### src/rtl/sopc_mem_arbiter.sv
// Two-port (fetch / load-store) arbiter in front of one single-port SOPC RAM with fixed wait states.
// Build option ARB_ROUND_ROBIN_EN: alternate the winner on contention; otherwise data beats fetch.
module sopc_mem_arbiter #(
   parameter int ADDR_W      = 32,
   parameter int DATA_W      = 32,
   parameter int WAIT_CYCLES = 1
) (
   input  logic                clk,
   input  logic                rst,
   input  logic                inst_req,
   input  logic [ADDR_W-1:0]   inst_addr,
   output logic                inst_ack,
   output logic [DATA_W-1:0]   inst_rdata,
   input  logic                data_req,
   input  logic                data_we,
   input  logic [ADDR_W-1:0]   data_addr,
   input  logic [DATA_W/8-1:0] data_sel,
   input  logic [DATA_W-1:0]   data_wdata,
   output logic                data_ack,
   output logic [DATA_W-1:0]   data_rdata,
   output logic                mem_ce,
   output logic                mem_we,
   output logic [ADDR_W-1:0]   mem_addr,
   output logic [DATA_W/8-1:0] mem_sel,
   output logic [DATA_W-1:0]   mem_wdata,
   input  logic [DATA_W-1:0]   mem_rdata,
   output logic                stall_req,
   output logic                busy
);

   typedef enum logic [1:0] {IDLE, ACCESS, DONE} state_t;

   localparam logic       GNT_DATA = 1'b0;
   localparam logic       GNT_INST = 1'b1;
   localparam logic [3:0] CNT_INIT = 4'(WAIT_CYCLES - 1);

   state_t              state_q, state_d;
   logic [3:0]          cnt_q, cnt_d;
   logic                grant_q, grant_d;
   logic                inst_ack_q, inst_ack_d;
   logic                data_ack_q, data_ack_d;
   logic [DATA_W-1:0]   inst_rdata_q, inst_rdata_d;
   logic [DATA_W-1:0]   data_rdata_q, data_rdata_d;
   logic                win;

`ifdef ARB_ROUND_ROBIN_EN
   logic                last_grant_q, last_grant_d;

   // Contention goes to whichever port did not win last time.
   always_comb begin
      if (inst_req && data_req) win = ~last_grant_q;
      else                      win = inst_req ? GNT_INST : GNT_DATA;
   end
`else
   assign win = data_req ? GNT_DATA : GNT_INST;
`endif

   // NOTE: every signal gets a default at the top of the block so no path leaves it unassigned (no latch).
   always_comb begin
      state_d      = state_q;
      cnt_d        = cnt_q;
      grant_d      = grant_q;
      inst_ack_d   = 1'b0;
      data_ack_d   = 1'b0;
      inst_rdata_d = inst_rdata_q;
      data_rdata_d = data_rdata_q;
`ifdef ARB_ROUND_ROBIN_EN
      last_grant_d = last_grant_q;
`endif
      unique case (state_q)
         IDLE: begin
            if (inst_req || data_req) begin
               grant_d = win;
               cnt_d   = CNT_INIT;
               state_d = ACCESS;
`ifdef ARB_ROUND_ROBIN_EN
               last_grant_d = win;
`endif
            end
         end
         ACCESS: begin
            if (cnt_q == 4'd0) begin
               state_d = DONE;
               if (grant_q == GNT_INST) begin
                  inst_rdata_d = mem_rdata;
                  inst_ack_d   = 1'b1;
               end else begin
                  // A store leaves the load-data register untouched.
                  if (!data_we) data_rdata_d = mem_rdata;
                  data_ack_d = 1'b1;
               end
            end else begin
               cnt_d = cnt_q - 4'd1;
            end
         end
         DONE:    state_d = IDLE;
         default: state_d = IDLE;
      endcase
   end

   // NOTE: sequential state uses non-blocking assignments so all flops update together at the edge.
   always_ff @(posedge clk or negedge rst) begin
      if (!rst) begin
         state_q      <= IDLE;
         cnt_q        <= '0;
         grant_q      <= GNT_DATA;
         inst_ack_q   <= 1'b0;
         data_ack_q   <= 1'b0;
         inst_rdata_q <= '0;
         data_rdata_q <= '0;
`ifdef ARB_ROUND_ROBIN_EN
         last_grant_q <= GNT_DATA;
`endif
      end else begin
         state_q      <= state_d;
         cnt_q        <= cnt_d;
         grant_q      <= grant_d;
         inst_ack_q   <= inst_ack_d;
         data_ack_q   <= data_ack_d;
         inst_rdata_q <= inst_rdata_d;
         data_rdata_q <= data_rdata_d;
`ifdef ARB_ROUND_ROBIN_EN
         last_grant_q <= last_grant_d;
`endif
      end
   end

   // Memory strobes decode the registered state; address and data follow the held requester fields.
   always_comb begin
      mem_ce    = 1'b0;
      mem_we    = 1'b0;
      mem_addr  = '0;
      mem_sel   = '0;
      mem_wdata = '0;
      if (state_q == ACCESS) begin
         mem_ce = 1'b1;
         if (grant_q == GNT_INST) begin
            mem_addr = inst_addr;
            mem_sel  = '1;
         end else begin
            mem_we    = data_we;
            mem_addr  = data_addr;
            mem_sel   = data_sel;
            mem_wdata = data_wdata;
         end
      end
   end

   assign inst_ack   = inst_ack_q;
   assign data_ack   = data_ack_q;
   assign inst_rdata = inst_rdata_q;
   assign data_rdata = data_rdata_q;
   assign busy       = (state_q != IDLE);
   assign stall_req  = (inst_req & ~inst_ack_q) | (data_req & ~data_ack_q);

endmodule
### config.mk
export PLATFORM = sky130hd
export DESIGN_NAME = sopc_mem_arbiter
export DESIGN_NICKNAME = d
export VERILOG_FILES = /design/src/rtl/sopc_mem_arbiter.sv
export SDC_FILE = /design/constraint.sdc
export NUM_CORES = 1
export LEC_CHECK = 0
export CORE_AREA = 2 2 106 108
export DETAILED_ROUTE_END_ITERATION = 8
export DIE_AREA = 0 0 108 110
export PLACE_DENSITY = 0.82
export SETUP_SLACK_MARGIN = 0.2
export SYNTH_ARGS = -nofsm -noshare
export SYNTH_HDL_FRONTEND = slang
export SYNTH_SLANG_ARGS = --single-unit
### constraint.sdc
create_clock -name clk -period 2.85 [get_ports clk]
set_input_delay 0.285 -clock clk [delete_from_list [all_inputs] [get_ports clk]]
set_output_delay 0.285 -clock clk [all_outputs]
set_load 0.05 [all_outputs]
==> Yosys cells after proc, flatten, opt, wreduce, memory -nomap -nowiden <==
Cells that the tools add are included.
{ "word_totals": {"ff_bits": 73, "inputBits": 137, "out_inout_bits": 138} }
{ "classes": {"n_addsub": 1, "n_eq_ne": 4, "muxes": 22, "n_bitwise": 7, "reduce_logical": 10} }
{ "ops": {"columns": ["op", "count"], "rows": [
  ["32-bit two-way mux", 4],
  ["4-bit two-way mux", 4],
  ["1-bit two-way mux", 10],
  ["4-bit case mux with 2 select lines", 1],
  ["2-bit inequality test, second input constant", 3],
  ["3-bit AND reduction", 2],
  ["4-bit zero test", 1],
  ["2-bit two-way mux", 2],
  ["1-bit inverter", 4],
  ["2-bit case mux with 2 select lines", 1],
  ["2-bit AND reduction", 2],
  ["4-bit AND reduction", 1],
  ["2-bit nonzero test", 2],
  ["4-bit by 1-bit subtractor with 4-bit output, second input constant", 1],
  ["1-bit AND", 2],
  ["2-bit by 1-bit equality test with 1-bit output, second input constant", 1],
  ["2-bit zero test", 1],
  ["1-bit logical OR", 1],
  ["1-bit bitwise OR", 1]
]} }

==> Depth between registers and ports, before layout <==
Gate-level depths: netlist of run 1.
{ "depth": {"ltp_word": 3, "ltp_mapped": 7} }

==> Worst setup path before layout of run 1 <==
OpenSTA, ideal clock, no wires.
{ "synth_path": {"path_kind": "reg2out", "startpoint": "register grant_q", "endpoint": "output port mem_addr[10]", "arrival_time_ns": 1.882, "required_time_ns": 2.565, "path_slack_ns": 0.683, "path_stages_with_launch": 5, "n_path_buf": 2, "path_cell_list": "dfrtp_1 buf_1 buf_2 mux2i_1 nor2_1"} }
{ "synth_between": {"elab_chain_len": 2} }
{ "synth_rtl": {"columns": ["element", "line", "source"], "rows": [
  ["start: declaration", "39", "logic grant_q, grant_d;"],
  ["start signal: assignment", "117", "grant_q <= grant_d;"],
  ["32-bit two-way mux", "137", "if (grant_q == GNT_INST) begin"],
  ["32-bit two-way mux", "135", "if (state_q == ACCESS) begin"],
  ["end: declaration", "23", "output logic [ADDR_W-1:0] mem_addr,"]
]} }
No other way between the ends.

==> Final worst setup path of run 1 <==
{ "layout_path": {"startpoint": "register cnt_q[0]", "endpoint": "register data_rdata_q[12], in the netlist data_rdata[12]"} }
{ "layout_between": {"elab_chain_len": 2} }
{ "layout_rtl": {"columns": ["element", "line", "source"], "rows": [
  ["start: declaration", "38", "logic [3:0] cnt_q, cnt_d;"],
  ["start signal: assignment", "116", "cnt_q <= cnt_d;"],
  ["4-bit zero test", "82", "if (cnt_q == 4'd0) begin"],
  ["4-bit AND reduction (no line)", null, null],
  ["end signal: assignment", "121", "data_rdata_q <= data_rdata_d;"],
  ["end: declaration", "43", "logic [DATA_W-1:0] data_rdata_q, data_rdata_d;"]
]} }
No other way between the ends.
A chain may end at the register's enable or synchronous reset.

==> reports/qor.yml, run 1 <==
place:
  dp_hpwl_um: 11000
  pre_cts_ws_ps: 450
  portBuffers: 274
  place_congestion: 0.846
route:
  drc_errors: 0
  routed_wl_um: 13100
  via_count: 3330
  viasPerCell: 4.64
  dr.first_iter.drc_count: 234
  ant_nets: 0
  first_pass_iters: 4
  wl_per_cell_um: 18.3
critical_path:
  cp_max_fo: 32
  worstSetupPathType: "reg -> reg"
  cp.required_ps: 3080
  cpMaxStageDelayCell: "or4_4"
  arrival_ps: 2660
  rrSetupSlack_ps: 420
  crit_path_max_incr_delay_ps: 720
  crit_buf_inv: 1
  r2r-start: "cnt_q[0]"
  r2r-end: "data_rdata[12]"
  crit_family: "simple AND/OR/NAND/NOR gates"
  worstSetupEndpointType: "register"
  startpoint_type: "register"
  crit_chain: "inv_1 -> ha_1 -> or3b_4 -> or4_4 -> mux2_4"
  reg2reg_depth: 5
run_status:
  outcome: "finished clean"
sta:
  fin_skew_ps: 7.05
  setup_violations: 0
  fin_ws_ps: 420
  fin_crit_sh_pct: 85.3
  worst_pin_slew_ps: 889
  relSlewSlack_pct: 40.7
  post-route-min-period_ps: 2430
  whs_ps: 50.7
  rsz0062_at_grt: "false"
  finalSetupTns_ps: 0
  finalHoldViolations: 0
  timing.fmax_ghz: 0.411
  maxSlewViolCount: 0
synthesis:
  synth.most_common_cell: "dfrtp_1"
  synth-edff-count: 0
  synthTopCellsByCount: "73 x dfrtp_1, 45 x nor2_1, 34 x mux2_2, 33 x and2_1, 32 x mux2i_1"
  syn-num-nets: 438
  synth_top_flop_cell: "dfrtp_1"
  synth_warnings: 0
  postSynthAreaPerCell_um2: 12.4
  synth.distinct_cells: 31
  async_flop_share_pct: 100
  yosys-top-cells-area: "dfrtp_1 49%, mux2_4 12%, mux2_2 10%, mux2i_1 8.6%, and2_1 5.6%"
  synth_cells: 299
  yosysTopAreaCellShare_pct: 49.3
  netlist_area_um2: 3710
  synth.yosys.seq_area_share_pct: 49.3
  ys_ff_latch: 73
  yosys.area.top_type: "dfrtp_1"
power:
  p_comb_share_pct: 69.8
  swShare_pct: 50.4
  pwr-share-seq_pct: 20.3
  cellPowerDensity_nw_per_um2: 1310
  ir_worst_vdd_v: 0.000734
  p_clk_share_pct: 9.9
  power_leakage_nw: 3.16
  p_sw_mw: 4.67
  p_int_mw: 4.59
clocking:
  worstSkewPairLatency_ps: 350
  clock_path_buffers: 2
  cts_tree: "done"
  clk_pin_slew_ps: 80
  cts_setup_buffers: 0
  holdBufCountCts: 0
  numCtsBuffers: 9
  cts_root_buf: "clkbuf_8"
  cts.sinks: 73
  ctsHtreeMaxLevel: 3
  cts_resized: 0
grt:
  overflow: 0
  track_usage_pct: 22.0
  grt_pass1_wl_um: 19400
  antenna_found_initial: 0
  grt_start_max_net_pins: 38
  grt_pass1_vias: 3494
final_layout:
  diodes: 0
  nets: 711
  drive_above_1_share_pct: 28.1
  n_fill_cell: 795
  area_delta_synth_final_pct: 91.2
floorplan:
  die_h_um: 110
  num_rows: 38
  die_area_um2: 11900
  coreArea_um2: 10700
  ioPinCount: 275
  die_x_um: 108
  initial_utilization_pct: 34.7
min_path:
  hold_class: "in -> async"
flow_run:
  maxCapViolCount: 0
==> placed cells by master (no fill, tap or decap), types with 2 or more instances in the layout <==
cell type / netlist / final
nand3_1: 2 / 2
dfrtp_1: 73 / 72
o21ai_0: 2 / 2
nor3_1: 3 / 3
buf_4: 0 / 38
clkbuf_8: 0 / 10
mux2i_1: 32 / 32
mux2_4: 30 / 30
buf_12: 3 / 40
clkdlybuf4s50_1: 0 / 203
ha_1: 2 / 2
inv_1: 6 / 6
bufinv_16: 0 / 2
mux2_2: 34 / 34
o22ai_1: 2 / 2
a21oi_1: 2 / 2
nor2_1: 45 / 45
and2_1: 33 / 33
==> layout make-up <==
class	count	area, um2	share of cell area (%)
clock inverter	6	90.1	1.27
tap	140	175	2.47
clock buffer	10	138	1.94
inverter	6	22.5	0.318
sequential	73	1830	25.8
timing repair buffer	282	3120	44.1
multi-input combinational	200	1710	24.2
==> flip-flops by register name (all words and copies together), names as in the netlist <==
signal	count
cnt_q	4
state_q	2
inst_ack	1
grant_q	1
inst_rdata	32
data_rdata	32
data_ack	1
==> per-layer routing <==
| metal | track usage, % | routed length [um] | up-vias |
|---|---|---|---|
| met2 | 41.5 | 7230 | 157 |
| met4 | 8.88 | 263 | 0 |
| met5 | 0 | 0 | - |
| met1 | 24.2 | 4780 | 1591 |
| li1 | - | - | 1564 |
| met3 | 4.41 | 851 | 18 |
==> power groups by stage <==
stage                     combinational (mW)  clock (mW)  sequential, mW
after detailed placement                6.52           0            1.90
final                                   6.47       0.917            1.88
after CTS                               6.52       0.947            1.88
after global routing                    6.70       0.991            1.93
after floorplan                         2.50           0            3.49
after global placement                  6.41           0            1.87
==> stage by stage <==
| stage | util (%) | instances | cell area, um2 | power (mW) |
|---|---|---|---|---|
| final | 66.3 | 717 | 7090 | 9.27 |
| after global routing | 66.3 | 717 | 7090 | 9.63 |
| after CTS | 66.3 | 717 | 7090 | 9.35 |
| after detailed placement | 64.1 | 701 | 6860 | 8.41 |
| after global placement | 64.1 | 701 | 6860 | 8.29 |
| after floorplan | - | 299 | 3710 | 5.99 |
==> worst max-delay path by stage <==
stage	start	endpoint	slack (ps)	cells after the start
6_report	cnt_q[0]	data_rdata[12]	420	5
5_1_grt	cnt_q[0]	data_rdata[14]	340	5
4_1_cts	cnt_q[0]	data_rdata[12]	430	5
3_5_place_dp	cnt_q[0]	data_rdata[10]	450	5
3_3_place_gp	cnt_q[0]	data_rdata[16]	550	5
2_1_floorplan	grant_q	mem_addr[10]	680	4
==> cell families after synthesis <==
logic type | count (synthesis) | synth area share [%]
multiplexers | 96 | 31.1
adder cells (fa/ha/maj) | 2 | 0.675
buffers and inverters | 26 | 4.52
flip-flops | 73 | 49.3
AND/OR/NAND/NOR | 91 | 12.5
AO/OA/AOI/OAI | 11 | 1.96
Power figures use the tool's default switching activity.
==> run 2: changes to the inputs <==
- CORE_AREA: 2 2 106 108 -> not set
- CORE_MARGIN: not set -> 4
- CORE_UTILIZATION: not set -> 35
- DIE_AREA: 0 0 108 110 -> not set
- PLACE_DENSITY: 0.82 -> 0.83
==> run 2 against run 1 <==
Combinational power down 2%. Count of clock-buffer cells in the layout decreased by 1. Maximum frequency rose by 1.1%. Critical path type unchanged.
==> reports/qor.yml, run 2 (synthesis results as in run 1) <==
run_status:
  outcome: "finished clean"
final_layout:
  final_cells: 712
  area_delta_synth_final_pct: 87.7
  fin_area_um2: 6960
  nets: 710
  n_fill_cell: 750
  layout_common_cells: "203 x clkdlybuf4s50_1, 72 x dfrtp_1, 45 x nor2_1, 42 x buf_4"
  diodes: 0
  mostFrequentLayoutCell: "clkdlybuf4s50_1"
  final_util_pct: 67.4
  drive_above_1_share_pct: 27.8
grt:
  grt_pass1_wl_um: 19900
  overflow: 0
  grt_start_max_net_pins: 42
  track_usage_pct: 20.7
  antenna_found_initial: 0
  grt_pass1_vias: 3636
route:
  ant_nets: 0
  routed_wl_um: 13000
  first_pass_iters: 4
  dr.first_iter.drc_count: 186
  via_count: 3324
  wl_per_cell_um: 18.3
  viasPerCell: 4.67
  drc_errors: 0
critical_path:
  worstSetupPathType: "reg -> reg"
  reg2reg_depth: 5
  r2r-end: "data_rdata[2]"
  startpoint_type: "register"
  r2r-start: "cnt_q[0]"
  cp_max_fo: 32
  cp.required_ps: 3090
  arrival_ps: 2640
  rrSetupSlack_ps: 450
  worstSetupEndpointType: "register"
power:
  cellPowerDensity_nw_per_um2: 1290
  power_leakage_nw: 3.11
  total_power_mw: 8.97
  ir_worst_vdd_v: 0.000699
place:
  dpl_cell_area_um2: 6770
  portBuffers: 274
  pre_cts_ws_ps: 491
  dp.cells: 695
  dp_hpwl_um: 10900
  place_congestion: 0.917
floorplan:
  die_h_um: 111
  initial_utilization_pct: 35.9
  coreArea_um2: 10300
  die_area_um2: 12300
  ioPinCount: 275
  num_rows: 37
  die_x_um: 111
sta:
  worst_pin_slew_ps: 760
  maxSlewViolCount: 0
  finalSetupTns_ps: 0
  fin_skew_ps: 11.2
  fin_crit_sh_pct: 84.4
  finalHoldViolations: 0
  rsz0062_at_grt: "false"
  timing.fmax_ghz: 0.416
  fin_ws_ps: 445
  post-route-min-period_ps: 2400
  relSlewSlack_pct: 49.3
  whs_ps: 511
  setup_violations: 0
clocking:
  numCtsBuffers: 9
  cts_root_buf: "clkbuf_8"
  cts.sinks: 73
  cts_setup_buffers: 0
  ctsHtreeMaxLevel: 3
  clock_path_buffers: 2
  worstSkewPairLatency_ps: 350
  clk_pin_slew_ps: 80
  cts_tree: "done"
min_path:
  min_to: "inst_rdata[11]"
  hold_class: "reg -> reg"
  holdPathStages: 1
  hold_start: "inst_rdata[11]"
flow_run:
  maxCapViolCount: 0
run 2: cell count changes in the layout (fill, tap and decap cells not counted), moves of 2 or more:
cell / change
bufinv_16: -2
clkinvlp_4: +2
buf_12: -6
inv_6: +2
buf_4: +4
run 2: worst max-delay path: stages (launching register included):
cell and delay (ps):
dfrtp_1 390, inv_1 120, ha_1 220, or3b_4 410, or4_4 730, mux2_4 400
run 2: repair_timing:
action                    CTS  global route
hold endpoints to repair    9             0
hold buffers                1             0
gates resized for setup     0             0
run 2: power by group:
group | leakage (nW) | switching [mW] | total [mW] | internal (mW)
combinational | 2.15 | 3.89 | 6.34 | 2.45
clock | 0.0848 | 0.419 | 0.750 | 0.330
sequential | 0.875 | 0.345 | 1.88 | 1.54
total | 3.11 | 4.66 | 8.97 | 4.32
run 2: worst max path at each step:
stage	start	end	slack, ps	cells past startpoint
final	cnt_q[0]	data_rdata[2]	450	5
after global routing	state_q[1]	mem_wdata[19]	320	6
after CTS	grant_q	mem_wdata[19]	460	5
after detailed placement	cnt_q[0]	data_rdata[18]	490	5
after global placement	cnt_q[0]	data_rdata[8]	560	5
after floorplan	grant_q	mem_addr[10]	680	4
run 2: routing by layer:
metal  global-route usage [%]  vias up  part of all wire [%]
met2                     39.0      172                    53
met3                     6.28       31                   7.8
met4                     8.70        0                   3.4
met5                        0        -                     0
met1                     20.9     1560                    35
li1                         -     1561                     -
run 2: final cells by class:
type                            count  area [um2]  share of cell area, %
Timing Repair Buffer              281        3040                   43.7
Sequential cell                    73        1830                   26.3
Multi-Input combinational cell    200        1710                   24.6
Tap cell                          136         170                   2.44
Clock buffer                        9         124                   1.78
Clock inverter                      7        60.1                  0.863
Inverter                            6        22.5                  0.324
==> run 3: changes to the inputs <==
- clock period: 2.85 -> 2.45 ns (I/O delays scaled with it)
==> run 3 against run 2 <==
Combinational power is 29% higher. Critical endpoint is now data_rdata[14]. Sequential power is 15% higher. Cell count is 1.3% higher. Worst setup slack worse by 260 ps.
==> reports/qor.yml, run 3 (synthesis results as in run 1) <==
clocking:
  clock_path_buffers: 2
  worstSkewPairLatency_ps: 330
  clk_pin_slew_ps: 80
  numCtsBuffers: 9
  cts_tree: "done"
  ctsHtreeMaxLevel: 3
  cts.sinks: 73
  cts_root_buf: "clkbuf_8"
sta:
  post-route-min-period_ps: 2260
  finalSetupTns_ps: 0
  finalHoldViolations: 0
  timing.fmax_ghz: 0.442
  maxSlewViolCount: 0
  rsz0062_at_grt: "true"
  fin_crit_sh_pct: 92.4
  setup_violations: 0
  worst_pin_slew_ps: 577
  relSlewSlack_pct: 61.4
  fin_skew_ps: 6.18
final_layout:
  final_cells: 721
  nets: 719
  drive_above_1_share_pct: 29.9
  diodes: 0
  layout_common_cells: "202 x clkdlybuf4s50_1, 72 x dfrtp_1, 72 x buf_12, 44 x nor2_1, 34 x mux2_2"
  area_delta_synth_final_pct: 103
  mostFrequentLayoutCell: "clkdlybuf4s50_1"
floorplan:
  initial_utilization_pct: 35.9
  coreArea_um2: 10300
  die_h_um: 111
  ioPinCount: 275
  die_area_um2: 12300
  num_rows: 37
  die_x_um: 111
power:
  swShare_pct: 50.0
  pwr-share-seq_pct: 19.3
  power_leakage_nw: 3.30
  p_clk_share_pct: 7.3
  ir_worst_vdd_v: 0.000892
  p_comb_share_pct: 73.4
  p_sw_mw: 5.59
  p_int_mw: 5.60
  cellPowerDensity_nw_per_um2: 1480
grt:
  grt_pass1_vias: 3586
  grt_start_max_net_pins: 44
  grt_pass1_wl_um: 20600
  antenna_found_initial: 0
  overflow: 0
  track_usage_pct: 21.4
route:
  via_count: 3378
  ant_nets: 0
  first_pass_iters: 4
  drc_errors: 0
  viasPerCell: 4.69
  routed_wl_um: 13900
  wl_per_cell_um: 19.3
  dr.first_iter.drc_count: 210
critical_path:
  rrSetupSlack_ps: 190
  r2r-start: "cnt_q[0]"
  arrival_ps: 2490
  cp_max_fo: 16
  cp.required_ps: 2670
  worstSetupEndpointType: "register"
  startpoint_type: "register"
  r2r-end: "data_rdata[14]"
  worstSetupPathType: "reg -> reg"
  reg2reg_depth: 7
place:
  dp.cells: 697
  portBuffers: 274
  dp_hpwl_um: 11000
  place_congestion: 0.872
flow_run:
  maxCapViolCount: 0
run_status:
  outcome: "finished clean"
min_path:
  hold_class: "in -> async"
==> run 3: repair_timing <==
action                                  CTS  global route
setup buffers                             3             1
resized for setup                         5            12
endpoints found under the setup margin   32            85
cloned                                    2             1
endpoints found under the hold margin    73             0
pin swaps                                 2             1
hold buffers                              1             0
==> run 3: worst max path at each step <==
stage,from,endpoint,slack [ps]
global placement,cnt_q[0],data_rdata[17],160
floorplan,cnt_q[0],data_rdata[0],320
global route,cnt_q[0],data_rdata[16],150
finish,cnt_q[0],data_rdata[14],190
detailed placement,cnt_q[0],data_rdata[26],70
CTS,state_q[0],mem_wdata[14],170
==> run 3: layout make-up <==
cell class	instances	area [um2]
clock inverters	7	45.0
flip-flops and latches	73	1830
inverters	6	22.5
fillers	665	2790
multi-input cells	201	1740
repair buffers	289	3610
well taps	136	170
clock buffers	9	124
==> run 3: through the flow <==
step	cell area (um2)	hold slack, ps	power (mW)	util (%)	setup WS (ps)
CTS	7490	502	11.2	72.6	172
detailed placement	7220	311	10.3	69.9	69.7
floorplan	3710	-50.6	6.96	-	315
finish	7540	515	11.2	73.0	185
global placement	7220	312	10.1	69.9	165
global route	7540	535	11.6	73.0	151
==> run 3: power groups by stage <==
stage | Sequential, mW | Combinational [mW] | Clock (mW)
floorplan | 4.06 | 2.91 | 0
global placement | 2.13 | 7.99 | 0
detailed placement | 2.16 | 8.11 | 0
CTS | 2.15 | 8.19 | 0.833
global route | 2.23 | 8.45 | 0.890
finish | 2.16 | 8.21 | 0.813
==> run 3: layer usage <==
layer | global-route usage, % | routed length [um] | up-vias
li1 | - | - | 1586
met1 | 22.6 | 4920 | 1591
met2 | 41.0 | 7540 | 185
met3 | 6.71 | 1200 | 16
met4 | 5.17 | 249 | 0
met5 | 0 | 0 | -
==> run 3: worst max-delay path, stage by stage, from the launching register on <==
cell and delay, ps:
dfrtp_1 410, inv_2 120, ha_4 160, or3b_4 380, buf_4 170, or4_4 430, buf_12 190, mux2_4 300
